File: config.mk
export PLATFORM = sky130hd
export DESIGN_NAME = serial_adder_ctrl
export DESIGN_NICKNAME = d
export VERILOG_FILES = /design/src/rtl/serial_adder_ctrl.sv
export SDC_FILE = /design/constraint.sdc
export NUM_CORES = 1
export LEC_CHECK = 0
export ABC_AREA = 1
export BUFFER_PORTS_ARGS = -buffer_cell sky130_fd_sc_hd__buf_4
export CAP_MARGIN = 20
export CORE_MARGIN = 5
export CORE_UTILIZATION = 52
export DETAILED_ROUTE_END_ITERATION = 16
export HOLD_SLACK_MARGIN = 0.15
export PLACE_DENSITY = 0.78
export RECOVER_POWER = 50
export SKIP_LAST_GASP = 1
export SLEW_MARGIN = 20
export SYNTH_ARGS = -nofsm -noshare
export SYNTH_HDL_FRONTEND = slang
export SYNTH_SLANG_ARGS = --single-unit
File: constraint.sdc
create_clock -name clk -period 1.5 [get_ports clk]
set_clock_uncertainty 0.15 [all_clocks]
set_input_delay 0.075 -clock clk [delete_from_list [all_inputs] [get_ports clk]]
set_output_delay 0.075 -clock clk [all_outputs]
set_load 0.1 [all_outputs]
File: src/rtl/serial_adder_ctrl.sv
// Sequences a WIDTH-bit add through one external two_bit_adder slice, LSB pair first.
// Latency: done pulses STEPS cycles after the accepting edge; one op per STEPS+2 cycles.
// Backpressure: start is accepted only in IDLE; requests during RUN/DONE are dropped.
module serial_adder_ctrl #(
    parameter int WIDTH = 8
) (
    input  logic             clk,
    input  logic             rst_n,
    input  logic             start,
    input  logic [WIDTH-1:0] op_a,
    input  logic [WIDTH-1:0] op_b,
    input  logic             cin_init,
    output logic             busy,
    output logic             done,
    output logic [WIDTH-1:0] sum,
    output logic             cout,
    output logic [1:0]       slice_a,
    output logic [1:0]       slice_b,
    output logic             slice_cin,
    input  logic [1:0]       slice_s,
    input  logic             slice_cout
);

    localparam int STEPS = WIDTH / 2;
    localparam int SW    = (STEPS > 1) ? $clog2(STEPS) : 1;
    localparam logic [SW-1:0] STEP_LAST = SW'(STEPS - 1);

    if ((WIDTH % 2) != 0 || WIDTH < 2) begin : g_bad_width
        $error("serial_adder_ctrl: WIDTH must be even and >= 2");
    end

    typedef enum logic [1:0] {
        IDLE = 2'd0,
        RUN  = 2'd1,
        DONE = 2'd2
    } state_t;

    state_t            state, state_nxt;
    logic [WIDTH-1:0]  a_sr, b_sr, acc, acc_nxt;
    logic              carry;
    logic [SW-1:0]     step;
    logic              last_step;

    // New slice result enters at the top so the LSB pair ends up at bit 0.
    if (WIDTH == 2) begin : g_acc_narrow
        assign acc_nxt = slice_s;
    end else begin : g_acc_wide
        assign acc_nxt = {slice_s, acc[WIDTH-1:2]};
    end

    assign last_step = (step == STEP_LAST);

    always_ff @(posedge clk or negedge rst_n) begin
        if (!rst_n) begin
            state <= IDLE;
        end else begin
            state <= state_nxt;
        end
    end

    always_comb begin
        state_nxt = state;
        busy      = 1'b0;
        done      = 1'b0;
        slice_a   = 2'b00;
        slice_b   = 2'b00;
        slice_cin = 1'b0;
        case (state)
            IDLE: begin
                if (start) begin
                    state_nxt = RUN;
                end
            end
            RUN: begin
                busy      = 1'b1;
                slice_a   = a_sr[1:0];
                slice_b   = b_sr[1:0];
                slice_cin = carry;
                if (last_step) begin
                    state_nxt = DONE;
                end
            end
            DONE: begin
                done      = 1'b1;
                state_nxt = IDLE;
            end
            default: state_nxt = IDLE;
        endcase
    end

    always_ff @(posedge clk or negedge rst_n) begin
        if (!rst_n) begin
            a_sr  <= '0;
            b_sr  <= '0;
            acc   <= '0;
            carry <= 1'b0;
            step  <= '0;
            sum   <= '0;
            cout  <= 1'b0;
        end else begin
            if (state == IDLE && start) begin
                a_sr  <= op_a;
                b_sr  <= op_b;
                carry <= cin_init;
                step  <= '0;
            end else if (state == RUN) begin
                acc   <= acc_nxt;
                carry <= slice_cout;
                a_sr  <= a_sr >> 2;
                b_sr  <= b_sr >> 2;
                step  <= step + 1'b1;
                // sum/cout keep the previous result until this final edge.
                if (last_step) begin
                    sum  <= acc_nxt;
                    cout <= slice_cout;
                end
            end
        end
    end

endmodule

==> results.yml, run 1 <==
run_status:
  run_status: "finished, violations left"
  violations: "setup timing"
worst_setup_path:
  setup.worst_path.end_class: "output pin"
  timing.setup.critical_path_class: "flip-flop to output pin"
  worst-endpoint-required_ps: 1270
  critical_path.startpoint_type: "flip-flop"
  maximum_fanout_along_the_worst_path: 5
  critPathArrivalTime_ps: 1320
logic_synthesis:
  synth.yosys.warnings: 0
  yosys_register_bits: 36
  synthesis.nets: 226
  synth.largest_area_cell: "dfrtp_1"
  post_synth_main_area_contributors: "dfrtp_1 55%, nand2_1 21%, nand3_1 9.2%"
  synth.lib_cells_used.distinct: 15
  avgSynthCellArea_sq_um: 8.05
  yosys.area.top_type_share: 0.554
  synth.yosys.seq_area_share: 0.554
  synth_area_sq_mm: 0.00163
  syn-instance-count: 202
routing:
  via_count: 1511
  detail_route.vias_per_cell: 4.72
  drt-pass1-iter-count: 4
  avgRoutedWirePerCell_um: 12.4
  dr.first_iter.drc_count: 61
  detail-route-antenna-nets: 0
  detail_route.wirelength_mm: 3.98
  drc_errors: 0
global_routing:
  antenna_violations_before_repair: 0
  grt_max_degree: 37
  vias_in_the_first_global_route: 1407
  gr_overflow_total: 0
  global_route.usage.total: 0.192
  first_pass_grt_wire_length_mm: 6.25
clocking:
  clkSinkCount: 36
  clk-insertion-delay-late_ps: 330
  cts_tree: "yes"
  cts_htree_levels: 2
  clk_path_buf_depth: 2
  numCtsBuffers: 5
  ctsRootBufferMaster: "clkbuf_4"
  cts.clk_slew.worst_paths_ps: 100
timing:
  final_hold_viol_count: 0
  period_needed_ps: 1550
  max-slew-margin-rel: 0.641
  worstMarginPinSlew_ps: 541
  unrepaired_setup_endpoints_after_global_routing: "true"
  period_utilisation_layout: 1.03
  final.setup.tns_ps: -154
  post-route-worst-setup-slack_ps: -47.8
  fmax_mhz: 646
  slew_viol_final: 0
  finalSetupViolations: 5
final_layout:
  layout-drive-gt1-share: 0.257
  area_delta_synth_final_pct: 50.1
  finalNetCount: 300
  final.fill_count: 200
  diodes: 0
floorplan:
  io_pins: 39
  die_area_sq_mm: 0.00434
  floorplan.initialDensity: 0.537
  die_x_um: 65.9
  placementRows: 20
  design.core.area_sq_mm: 0.00303
  die_h_um: 65.9
place:
  dp_slack_ps: 78.3
  port_buffers: 38
  detailed_place_hpwl_mm: 2.33
  globalplace.congestion: 0.838
min_path:
  hold_class: "flip-flop to flip-flop"
run:
  timing.max_cap.violations: 0
worst max-delay path, cell delays in order, from the launching register on:
cell     delay (ps)
dfrtp_1         400
inv_2            80
nand2_4          70
buf_6           150
nor2_4          110
buf_12          180
cells in the mapped netlist:
cell      instances
buf_1             1
buf_2             2
buf_4             2
buf_6             2
clkbuf_1          1
dfrtp_1          36
ha_1              1
inv_1            18
nand2_1          92
nand2_2           2
nand3_1          30
nor2_1            6
nor2_2            2
o21ai_0           6
o21ai_4           1
cells in the final DEF (no fill, tap or decap), types with 2 or more instances in the layout:
cell,count
nor2_2,3
nand2_1,92
dfrtp_1,36
nand3_1,30
clkbuf_2,2
buf_4,40
o21ai_0,6
dlygate4sd3_1,23
buf_12,8
buf_6,2
inv_2,2
nor2_4,5
clkbuf_4,5
inv_1,16
per-layer routing:
| layer | up-vias | track usage | part of all wire | wire length, um |
|---|---|---|---|---|
| li1 | 769 | - | - | - |
| met1 | 690 | 0.238 | 0.42 | 1650 |
| met2 | 44 | 0.319 | 0.51 | 2040 |
| met3 | 8 | 0.0510 | 0.057 | 227 |
| met4 | 0 | 0.0725 | 0.015 | 59 |
| met5 | - | 0 | 0 | 0 |
kinds of logic (layout without fill, tap and decap cells):
group,count (synthesis),in the layout,share of synthesized area
AOI/OAI and AO/OA,7,7,0.0285
buffers and inverters,26,100,0.0754
adders and majority gates,1,1,0.00770
and+or+nand+nor,132,132,0.334
DFF,36,36,0.554
worst paths after layout:
check	depth (start not counted)	end	from	slack, ps
setup / recovery	5	slice_b[1]	state[1]	-50
hold / removal	2	sum[3]	sum[3]	330
setup reg to reg	6	cout	state[1]	80
hold reg to reg	2	sum[3]	sum[3]	330
max in group asynchronous	3	step[0]	rst_n	270
min in group asynchronous	3	sum[2]	rst_n	610
area by class of cell:
class,instances,area (sq um),area share
multi-input combinational,140,647,0.265
inverter,18,67.6,0.0277
clock inverter,1,5.00,0.00205
clock buffer,6,41.3,0.0169
sequential,36,901,0.369
tap,44,55.1,0.0226
timing repair buffer,75,723,0.296
repair_timing:
action                     in CTS  in global routing
pin swaps                       0                  1
resized for setup              27                  3
cloned                          0                  0
setup endpoints to repair       7                 26
buffers inserted                3                  4
hold endpoints to repair       59                  0
hold buffers                   23                  0
registers in the layout, indices dropped and copies added (netlist names):
name,cells
a_sr,8
cout,1
sum,8
acc,6
state,2
carry,1
b_sr,8
step,2
stage by stage:
step / area (sq um) / hold slack, ps / cells / utilization
global route: 2440 / 352 / 320 / 0.806
finish: 2440 / 327 / 320 / 0.806
floorplan: 1650 / -371 / 202 / -
CTS: 2390 / 332 / 316 / 0.789
global placement: 1980 / -98.6 / 283 / 0.655
detailed placement: 1980 / -95.5 / 283 / 0.655
Power of run 1 is not shown: default switching activity piles up to over one toggle a cycle in this logic, so the estimate is an artifact.
==> run 2, diff against run 1 <==
- BUFFER_PORTS_ARGS: -buffer_cell sky130_fd_sc_hd__buf_4 -> -buffer_cell sky130_fd_sc_hd__buf_2
- clock period: 1.5 -> 1.7 ns (I/O delays scaled with it)
==> run 2 against run 1 <==
Sequential cell count unchanged. Cell count down 1.6%. Critical endpoint is now slice_cin. Clock-buffer cell count up 2. Global-route usage up 0.59 points. The flow now finishes without violations. Register-to-register slack better by 70 ps. First-iteration DRC count down 9.8%.
==> results.yml, run 2 (synthesis results as in run 1) <==
run_status:
  run_status: "finished clean"
clocking:
  cts_tree: "yes"
  clk_path_buf_depth: 2
  cts.clk_slew.worst_paths_ps: 110
  cts_htree_levels: 2
  clk-insertion-delay-late_ps: 330
  ctsRootBufferMaster: "clkbuf_4"
  numCtsBuffers: 5
  clkSinkCount: 36
timing:
  post-route-worst-setup-slack_ps: 45.5
  period_utilisation_layout: 0.973
  max-slew-margin-rel: 0.432
  slew_viol_final: 0
  worstMarginPinSlew_ps: 852
  finalSetupViolations: 0
  hold-worst-slack_ps: 308
  final_hold_viol_count: 0
  period_needed_ps: 1650
  fmax_mhz: 604
  unrepaired_setup_endpoints_after_global_routing: "true"
  final.setup.tns_ps: 0
worst_setup_path:
  timing.setup.critical_path_class: "flip-flop to output pin"
  cp-startpoint: "state[1]"
  critPathArrivalTime_ps: 1420
  setup.worst_path.end_class: "output pin"
  worst-endpoint-required_ps: 1460
  maximum_fanout_along_the_worst_path: 8
  critical_path.startpoint_type: "flip-flop"
  worstReg2RegStart: "state[0]"
floorplan:
  design.core.area_sq_mm: 0.00303
  die_area_sq_mm: 0.00434
  floorplan.initialDensity: 0.537
  die_x_um: 65.9
  io_pins: 39
  placementRows: 20
  die_h_um: 65.9
global_routing:
  grt_most_used_layer: "met2"
  vias_in_the_first_global_route: 1507
  m1_gr_usage: 0.229
  global_route.usage.total: 0.198
  met2_usage: 0.350
  gr_overflow_total: 0
  antenna_violations_before_repair: 0
  first_pass_grt_wire_length_mm: 6.44
  grt_max_degree: 37
  grt_util_met3: 0.0459
routing:
  dr.first_iter.drc_count: 55
  drc_errors: 0
  detail_route.wirelength_mm: 3.81
  via_count: 1477
  detail_route.vias_per_cell: 4.69
  drt-pass1-iter-count: 4
  avgRoutedWirePerCell_um: 12.1
  detail-route-antenna-nets: 0
final_layout:
  final.fill_count: 220
  finalNetCount: 294
  reg_top3: "a_sr x8, b_sr x8, sum x8"
  final_common_cell: "nand2_1"
  diodes: 0
  layout-drive-gt1-share: 0.247
  mostFrequentLayoutCells: "92 x nand2_1, 35 x dfrtp_1, 31 x buf_2, 30 x nand3_1, 22 x dlygate4sd3_1"
  filler_free_cell_count_of_the_finished_design: 315
  area_delta_synth_final_pct: 40.4
place:
  port_buffers: 38
  globalplace.congestion: 0.770
  dp_slack_ps: 173
  detailed_place_hpwl_mm: 2.37
  placed_cells_incl_taps: 283
min_path:
  hold_class: "input port to async pin"
run:
  timing.max_cap.violations: 0
-- run 2: repair_timing --
item	CTS	global route
gates cloned	0	0
endpoints found under the setup margin	6	5
hold buffers	22	0
setup buffers	2	0
resized for setup	3	4
endpoints found under the hold margin	58	0
-- run 2: worst paths after layout --
kind	to	slack, ps	depth (start not counted)
setup / recovery	slice_cin	50	5
hold / removal	sum[4]	310	3
setup reg to reg	a_sr[3]	150	6
hold reg to reg	sum[1]	330	2
max in group asynchronous	state[0]	500	3
min in group clk	sum[1]	330	2
-- run 2: area by class of cell --
class / instances / area [sq um] / area share
clock buffer: 8 / 58.8 / 0.0258
sequential: 36 / 902 / 0.395
inverter: 18 / 67.6 / 0.0296
multi-input combinational: 140 / 627 / 0.275
tap: 44 / 55.1 / 0.0241
timing repair buffer: 69 / 572 / 0.251
-- run 2: per-stage QoR --
| step | util | cell area [sq um] |
|---|---|---|
| 6_report | 0.754 | 2280 |
| 5_1_grt | 0.754 | 2280 |
| 4_1_cts | 0.750 | 2270 |
| 3_5_place_dp | 0.652 | 1970 |
| 3_3_place_gp | 0.652 | 1970 |
| 2_1_floorplan | - | 1640 |
-- run 2: per-layer routing --
metal  part of all wire  vias to the layer above
met5                  0                        -
met4              0.012                        0
met3              0.049                        4
met2               0.51                       41
met1               0.43                      675
li1                   -                      757
-- run 2: critical path, cell delays in order (launching register included) --
cell and delay (ps):
dfrtp_1 410, inv_2 90, nand2_4 80, buf_4 190
nor2_2 130, buf_12 190
Power of run 2 is left out for the same reason.
